`src/rtl/paddle_debouncer_if.sv`:
```
// Paddle button bundle: raw buttons in, conditioned level/pulse outputs back.
// The debouncer uses the slave view; whatever drives the buttons and
// consumes the pulses uses the master view.
interface paddle_debouncer_if;
   logic left_btn;
   logic right_btn;
   logic left_state;
   logic left_down;
   logic left_up;
   logic left_hit;
   logic right_state;
   logic right_down;
   logic right_up;
   logic right_hit;

   modport master (
      output left_btn, right_btn,
      input  left_state, left_down, left_up, left_hit,
      input  right_state, right_down, right_up, right_hit
   );

   modport slave (
      input  left_btn, right_btn,
      output left_state, left_down, left_up, left_hit,
      output right_state, right_down, right_up, right_hit
   );
endinterface

```
`src/rtl/paddle_debouncer.sv`:
```
// Two-channel paddle button conditioner. Each channel synchronises its raw
// button, debounces it with a stability counter, emits registered level and
// press/release pulses, and gates the press pulse through a hold-off so one
// swing cannot retrigger the ball. Channel 0 is left, channel 1 is right.
module paddle_debouncer #(
   parameter int DEBOUNCE_CYCLES = 1000000,
   parameter int HOLDOFF_CYCLES  = 5000000
) (
   input  logic              clk,
   input  logic              reset,
   paddle_debouncer_if.slave bus
);
   localparam int              CW        = $clog2(DEBOUNCE_CYCLES);
   localparam logic [CW-1:0]   CNT_LAST  = CW'(DEBOUNCE_CYCLES - 1);
   localparam int              HW        = (HOLDOFF_CYCLES > 1) ? $clog2(HOLDOFF_CYCLES) : 1;
   localparam logic [HW-1:0]   HOLD_LOAD = (HOLDOFF_CYCLES > 0) ? HW'(HOLDOFF_CYCLES - 1) : '0;

   logic [1:0] btn;
   logic [1:0] state_o;
   logic [1:0] down_o;
   logic [1:0] up_o;
   logic [1:0] hit_o;

   assign btn = {bus.right_btn, bus.left_btn};

   generate
      for (genvar gi = 0; gi < 2; gi++) begin : g_chan
         logic          sync1_reg;
         logic          sync2_reg;
         logic          state_reg, state_next;
         logic [CW-1:0] cnt_reg, cnt_next;
         logic          down_reg, down_next;
         logic          up_reg, up_next;
         logic          hit_reg, hit_next;

         // Two-flop synchroniser for the asynchronous raw button.
         always_ff @(posedge clk) begin
            if (reset) begin
               sync1_reg <= 1'b0;
               sync2_reg <= 1'b0;
            end else begin
               sync1_reg <= btn[gi];
               sync2_reg <= sync1_reg;
            end
         end

         // Stability counter: flip the level only after it has disagreed for the full window.
         always_comb begin
            state_next = state_reg;
            cnt_next   = '0;
            down_next  = 1'b0;
            up_next    = 1'b0;
            if (sync2_reg != state_reg) begin
               if (cnt_reg == CNT_LAST) begin
                  state_next = ~state_reg;
                  down_next  = ~state_reg;
                  up_next    = state_reg;
               end else begin
                  cnt_next = cnt_reg + CW'(1);
               end
            end
         end

         if (HOLDOFF_CYCLES == 0) begin : g_nohold
            assign hit_next = down_next;
         end else begin : g_hold
            logic [HW-1:0] hcnt_reg, hcnt_next;

            // A press only counts as a hit when the hold-off has fully drained;
            // presses during hold-off are dropped and do not restart it.
            assign hit_next = down_next && (hcnt_reg == '0);

            // Hold-off countdown, reloaded only by an accepted hit.
            always_comb begin
               hcnt_next = hcnt_reg;
               if (hit_next) begin
                  hcnt_next = HOLD_LOAD;
               end else if (hcnt_reg != '0) begin
                  hcnt_next = hcnt_reg - HW'(1);
               end
            end

            // Hold-off counter register.
            always_ff @(posedge clk) begin
               if (reset) begin
                  hcnt_reg <= '0;
               end else begin
                  hcnt_reg <= hcnt_next;
               end
            end
         end

         // Registered level, counter and pulse outputs.
         always_ff @(posedge clk) begin
            if (reset) begin
               state_reg <= 1'b0;
               cnt_reg   <= '0;
               down_reg  <= 1'b0;
               up_reg    <= 1'b0;
               hit_reg   <= 1'b0;
            end else begin
               state_reg <= state_next;
               cnt_reg   <= cnt_next;
               down_reg  <= down_next;
               up_reg    <= up_next;
               hit_reg   <= hit_next;
            end
         end

         assign state_o[gi] = state_reg;
         assign down_o[gi]  = down_reg;
         assign up_o[gi]    = up_reg;
         assign hit_o[gi]   = hit_reg;
      end
   endgenerate

   assign bus.left_state  = state_o[0];
   assign bus.left_down   = down_o[0];
   assign bus.left_up     = up_o[0];
   assign bus.left_hit    = hit_o[0];
   assign bus.right_state = state_o[1];
   assign bus.right_down  = down_o[1];
   assign bus.right_up    = up_o[1];
   assign bus.right_hit   = hit_o[1];
endmodule

```
`src/flat_wrapper.sv`:
```
// flat-port wrapper written by rule: the top's interface ports become plain ports
module paddle_debouncer_flat 
#(
   parameter int DEBOUNCE_CYCLES = 1000000,
   parameter int HOLDOFF_CYCLES  = 5000000
)
  (clk, reset, bus_left_btn, bus_right_btn, bus_left_state, bus_left_down, bus_left_up, bus_left_hit, bus_right_state, bus_right_down, bus_right_up, bus_right_hit);
  paddle_debouncer_if bus_i ();
  input  logic clk;
  input  logic reset;
  input wire logic [$bits(bus_i.left_btn)-1:0] bus_left_btn;
  input wire logic [$bits(bus_i.right_btn)-1:0] bus_right_btn;
  output wire logic [$bits(bus_i.left_state)-1:0] bus_left_state;
  output wire logic [$bits(bus_i.left_down)-1:0] bus_left_down;
  output wire logic [$bits(bus_i.left_up)-1:0] bus_left_up;
  output wire logic [$bits(bus_i.left_hit)-1:0] bus_left_hit;
  output wire logic [$bits(bus_i.right_state)-1:0] bus_right_state;
  output wire logic [$bits(bus_i.right_down)-1:0] bus_right_down;
  output wire logic [$bits(bus_i.right_up)-1:0] bus_right_up;
  output wire logic [$bits(bus_i.right_hit)-1:0] bus_right_hit;
  assign bus_i.left_btn = bus_left_btn;
  assign bus_i.right_btn = bus_right_btn;
  assign bus_left_state = bus_i.left_state;
  assign bus_left_down = bus_i.left_down;
  assign bus_left_up = bus_i.left_up;
  assign bus_left_hit = bus_i.left_hit;
  assign bus_right_state = bus_i.right_state;
  assign bus_right_down = bus_i.right_down;
  assign bus_right_up = bus_i.right_up;
  assign bus_right_hit = bus_i.right_hit;
  paddle_debouncer #(.DEBOUNCE_CYCLES(DEBOUNCE_CYCLES), .HOLDOFF_CYCLES(HOLDOFF_CYCLES)) u_core (.clk(clk), .reset(reset), .bus(bus_i));
endmodule
```
`config.mk`:
```
export PLATFORM = sky130hd
export DESIGN_NAME = paddle_debouncer_flat
export DESIGN_NICKNAME = d
export VERILOG_FILES = /design/src/rtl/paddle_debouncer_if.sv /design/src/rtl/paddle_debouncer.sv /design/src/flat_wrapper.sv
export SDC_FILE = /design/constraint.sdc
export NUM_CORES = 1
export LEC_CHECK = 0
export ABC_CLOCK_PERIOD_IN_PS = 2150
export CAP_MARGIN = 20
export CORE_MARGIN = 3
export CORE_UTILIZATION = 36
export CTS_CLUSTER_DIAMETER = 150
export DETAILED_ROUTE_END_ITERATION = 6
export GPL_TIMING_DRIVEN = 0
export PLACE_DENSITY = 0.53
export SKIP_LAST_GASP = 1
export SLEW_MARGIN = 15
export SYNTH_ARGS = -nofsm -noshare
export SYNTH_HDL_FRONTEND = slang
export SYNTH_SLANG_ARGS = --single-unit
```
`constraint.sdc`:
```
create_clock -name clk -period 2.15 [get_ports clk]
set_input_delay 0.645 -clock clk [delete_from_list [all_inputs] [get_ports clk]]
set_output_delay 0.645 -clock clk [all_outputs]
set_load 0.1 [all_outputs]
```
==> out/metrics.yaml <==
clock_tree:
  tritoncts: "done"
  htree_levels: 3
  clkTransAtPathRegs_ps: 70
  clock_sinks: 98
  clock_latency_ps: 350
  numCtsBuffers: 9
  cts_buffer_depth: 2
  cts-root-buf: "clkbuf_16"
global_route:
  grt_first_pass_wirelength_mm: 17.6
  overflow: 0
  grt_max_degree: 16
  antenna_found_initial: 0
  grt_usage_pct: 15.3
  grt_pass1_vias: 3692
timing:
  rsz0062_at_grt: "true"
  hold_viol: 0
  tightestPinTransition_ps: 953
  slew_headroom_pct: 36.7
  setup_viol: 50
  clock_skew_ps: 6.44
  period_share_pct: 106
  finalWorstSetupSlack_ps: -137
  drv_slew: 0
  fmax_mhz: 437
  period_minus_slack_ps: 2290
synth:
  synth_compound_area_share_pct: 13.0
  synthCells: 515
  synth_edf_count: 0
  avgSynthCellArea_um2: 8.77
  synthFlopType: "dfxtp_1"
  synthArstFlopShare_pct: 0
  ys_ff_latch: 98
  synth_top_family_by_area: "simple AND/OR/NAND/NOR gates"
  ys_warn_count: 0
  syn-cell-area_um2: 4520
  synth_cell_type_count: 52
  synth_adder_area_share_pct: 1.66
  synth-simple-area-share_pct: 30.4
  seq_area_frac_synth_pct: 43.4
  syn_nets: 525
  synthMuxAreaShare_pct: 0
  synthXorXnorAreaFrac_pct: 8.72
place:
  dp.cells: 694
  place.gp.congestion: 0.848
  port_buffers: 11
  placed_area_um2: 4870
  pre_cts_ws_ps: -514
  hpwl_mm: 6.77
routing:
  drt_iter0_markers: 128
  drc: 0
  detail-route-antenna-nets: 0
  via_count: 3956
  dr.pass1.iters: 4
  routed_via_density: 5.32
  drt-total-wl_mm: 10.8
  wl_per_cell_um: 14.5
min_path:
  hold_class: "flip-flop to flip-flop"
  holdPathStages: 1
power_and_ir_drop:
  clkPwrFrac_pct: 20.1
  intPower_uw: 5210
  switching_power_uw: 3460
  p_leak_uw: 0.00198
  p_seq_share_pct: 30.5
  peakVddDrop_mv: 0.510
  power_frac_comb_pct: 49.4
  p_sw_share_pct: 39.9
  powerDensity_nw_per_um2: 1470
floorplanning:
  pin_count: 12
  die_w_um: 118
  coreArea_um2: 12200
  rows: 40
  initial_core_util_pct: 37.2
  dieHeight_um: 118
  die-area_um2: 13900
layout:
  layout-drive-gt1-share_pct: 26.2
  largest_reg_flops: 46
  design_area_um2: 5890
  fin_cells: 744
  fillers: 1147
  area.growth.synth_to_final_pct: 30.4
  antenna_cells: 0
  fin_nets: 581
setup_path:
  path_cells: "inv_2, ha_4, or4b_4, or3_4, or2_4, buf_6, o21ai_4, buf_12, a21oi_1"
  cp-end-kind: "flip-flop"
  reg2reg_depth: 9
  startpoint_type: "flip-flop"
  critPathMaxFanout: 10
  cp.required_ps: 2380
  worst_path_max_delay_cell: "or4b_4"
  worstPathArrival_ps: 2510
  max_stage_delay_ps: 460
  criticalPathCategory: "flip-flop to flip-flop"
run_status:
  status: "finished with violations"
  violations: "negative setup slack"
job:
  maxCapViolations: 0
worst paths after layout:
kind | from | end | slack (ps)
max reg2reg | u_core.g_chan[1].g_hold.hcnt_reg[0] | u_core.g_chan[1].g_hold.hcnt_reg[15] | -140
max | u_core.g_chan[1].g_hold.hcnt_reg[0] | u_core.g_chan[1].g_hold.hcnt_reg[15] | -140
min | u_core.g_chan[0].sync1_reg | u_core.g_chan[0].sync2_reg | 450
min reg2reg | u_core.g_chan[0].sync1_reg | u_core.g_chan[0].sync2_reg | 450
through the flow:
step | power [µW] | utilization [%] | hold slack [ps] | setup TNS, ps
final | 8670 | 48.4 | 447 | -2540
after global routing | 9300 | 48.4 | 464 | -5520
after CTS | 8110 | 45.1 | 450 | -1410
after detailed placement | 5670 | 40.0 | 429 | -24160
after global placement | 5620 | 40.0 | 430 | -23130
after floorplan | 5020 | - | 414 | -215
cells by family (layout without fill, tap and decap cells):
kind of cell    Yosys count  in the layout
buf+inv                  31             91
flops                    98             98
simple gates            253            254
xor+xnor                 45             45
fa+ha+maj                 6              6
compound gates           82             82
power by group through the flow:
stage               registers [µW]  logic, µW  clock network [µW]
floorplan                     2510       2510                   0
global placement              2590       3040                   0
detailed placement            2600       3080                   0
CTS                           2620       3700                1790
global route                  2710       4730                1860
finish                        2650       4280                1740
final cells by class:
cell class                      count  area (µm²)  share of cell area (%)
Tap cell                          168         210                    3.57
Buffer                             14         108                    1.83
Timing Repair Buffer               46         435                    7.39
Sequential cell                    98        1980                    33.6
Multi-Input combinational cell    387        2780                    47.2
Clock buffer                       11         243                    4.12
Clock inverter                      5        77.6                    1.32
Inverter                           15        56.3                   0.956
what timing repair did:
item / in CTS / in global routing
resized for setup: 61 / 74
hold buffers: 0 / 0
pin swaps: 14 / 39
setup endpoints to repair: 97 / 88
buffers inserted: 15 / 16
gates cloned: 3 / 2
placed cells by master (no fill, tap or decap), types with 4 or more instances in the layout:
master / count
dfxtp_2: 6
buf_6: 11
o41ai_1: 4
o31ai_1: 4
o21ai_0: 8
or4_1: 5
nand3_1: 19
clkbuf_2: 5
or3_4: 4
a211oi_1: 12
nor3_1: 20
or3_1: 13
nor2_2: 8
nand2_1: 26
or4_4: 7
clkbuf_16: 10
nand2b_1: 8
a21oi_2: 4
clkdlybuf4s15_1: 4
nand4_1: 13
xnor2_1: 24
nor4_1: 9
xor2_1: 21
nor2b_1: 5
inv_1: 13
nor4b_1: 5
and3_1: 6
nor2_1: 61
nor2_4: 11
a21oi_1: 17
a31oi_1: 7
buf_4: 25
dfxtp_1: 89
nor4_4: 5
critical path: cells and delay by family, from the launching register on:
| kind | cells | cell delay [ps] |
|---|---|---|
| flops | 1 | 340 |
| fa+ha+maj | 1 | 120 |
| compound gates | 2 | 210 |
| simple gates | 3 | 1120 |
| buf+inv | 3 | 380 |
per-layer routing:
metal  wire length [µm]  up-vias  GRT usage, %
li1                   -     2000             -
met5                  0        -             0
met1               5090     1879          20.1
met2               5100       57          24.3
met3                293       20          2.69
met4                272        0          7.47
synthesized netlist by cell type (2+ instances only):
cell type / number / area share, %
nand2b_1: 8 / 1.1
or4_1: 9 / 1.5
nand3_1: 20 / 2.2
nor2_1: 79 / 6.6
nor4_1: 14 / 1.9
a211oi_1: 13 / 2.2
clkbuf_1: 8 / 0.66
and2_1: 2 / 0.28
nand2_1: 27 / 2.2
inv_1: 15 / 1.2
o31ai_1: 6 / 1.0
a2111oi_2: 2 / 0.66
or3_1: 17 / 2.4
nor2b_1: 5 / 0.69
nor4_4: 2 / 0.94
a21oi_1: 21 / 2.3
xor2_1: 21 / 4.1
nor3_1: 24 / 2.7
nand4_1: 13 / 1.8
a31oi_1: 7 / 0.97
a221oi_1: 4 / 0.78
nor4b_1: 5 / 0.97
o41ai_1: 4 / 0.78
or2_2: 4 / 0.55
dfxtp_1: 98 / 43
o21ai_0: 10 / 1.1
a2111oi_0: 2 / 0.39
a21o_1: 2 / 0.33
and4_1: 3 / 0.58
xnor2_1: 24 / 4.7
a311oi_1: 5 / 0.97
buf_2: 6 / 0.66
or4_4: 3 / 0.75
and3_1: 6 / 0.83
or4b_1: 3 / 0.66
ha_1: 6 / 1.7
or2_1: 2 / 0.28
No activity file was read; power rests on OpenSTA's default activity.
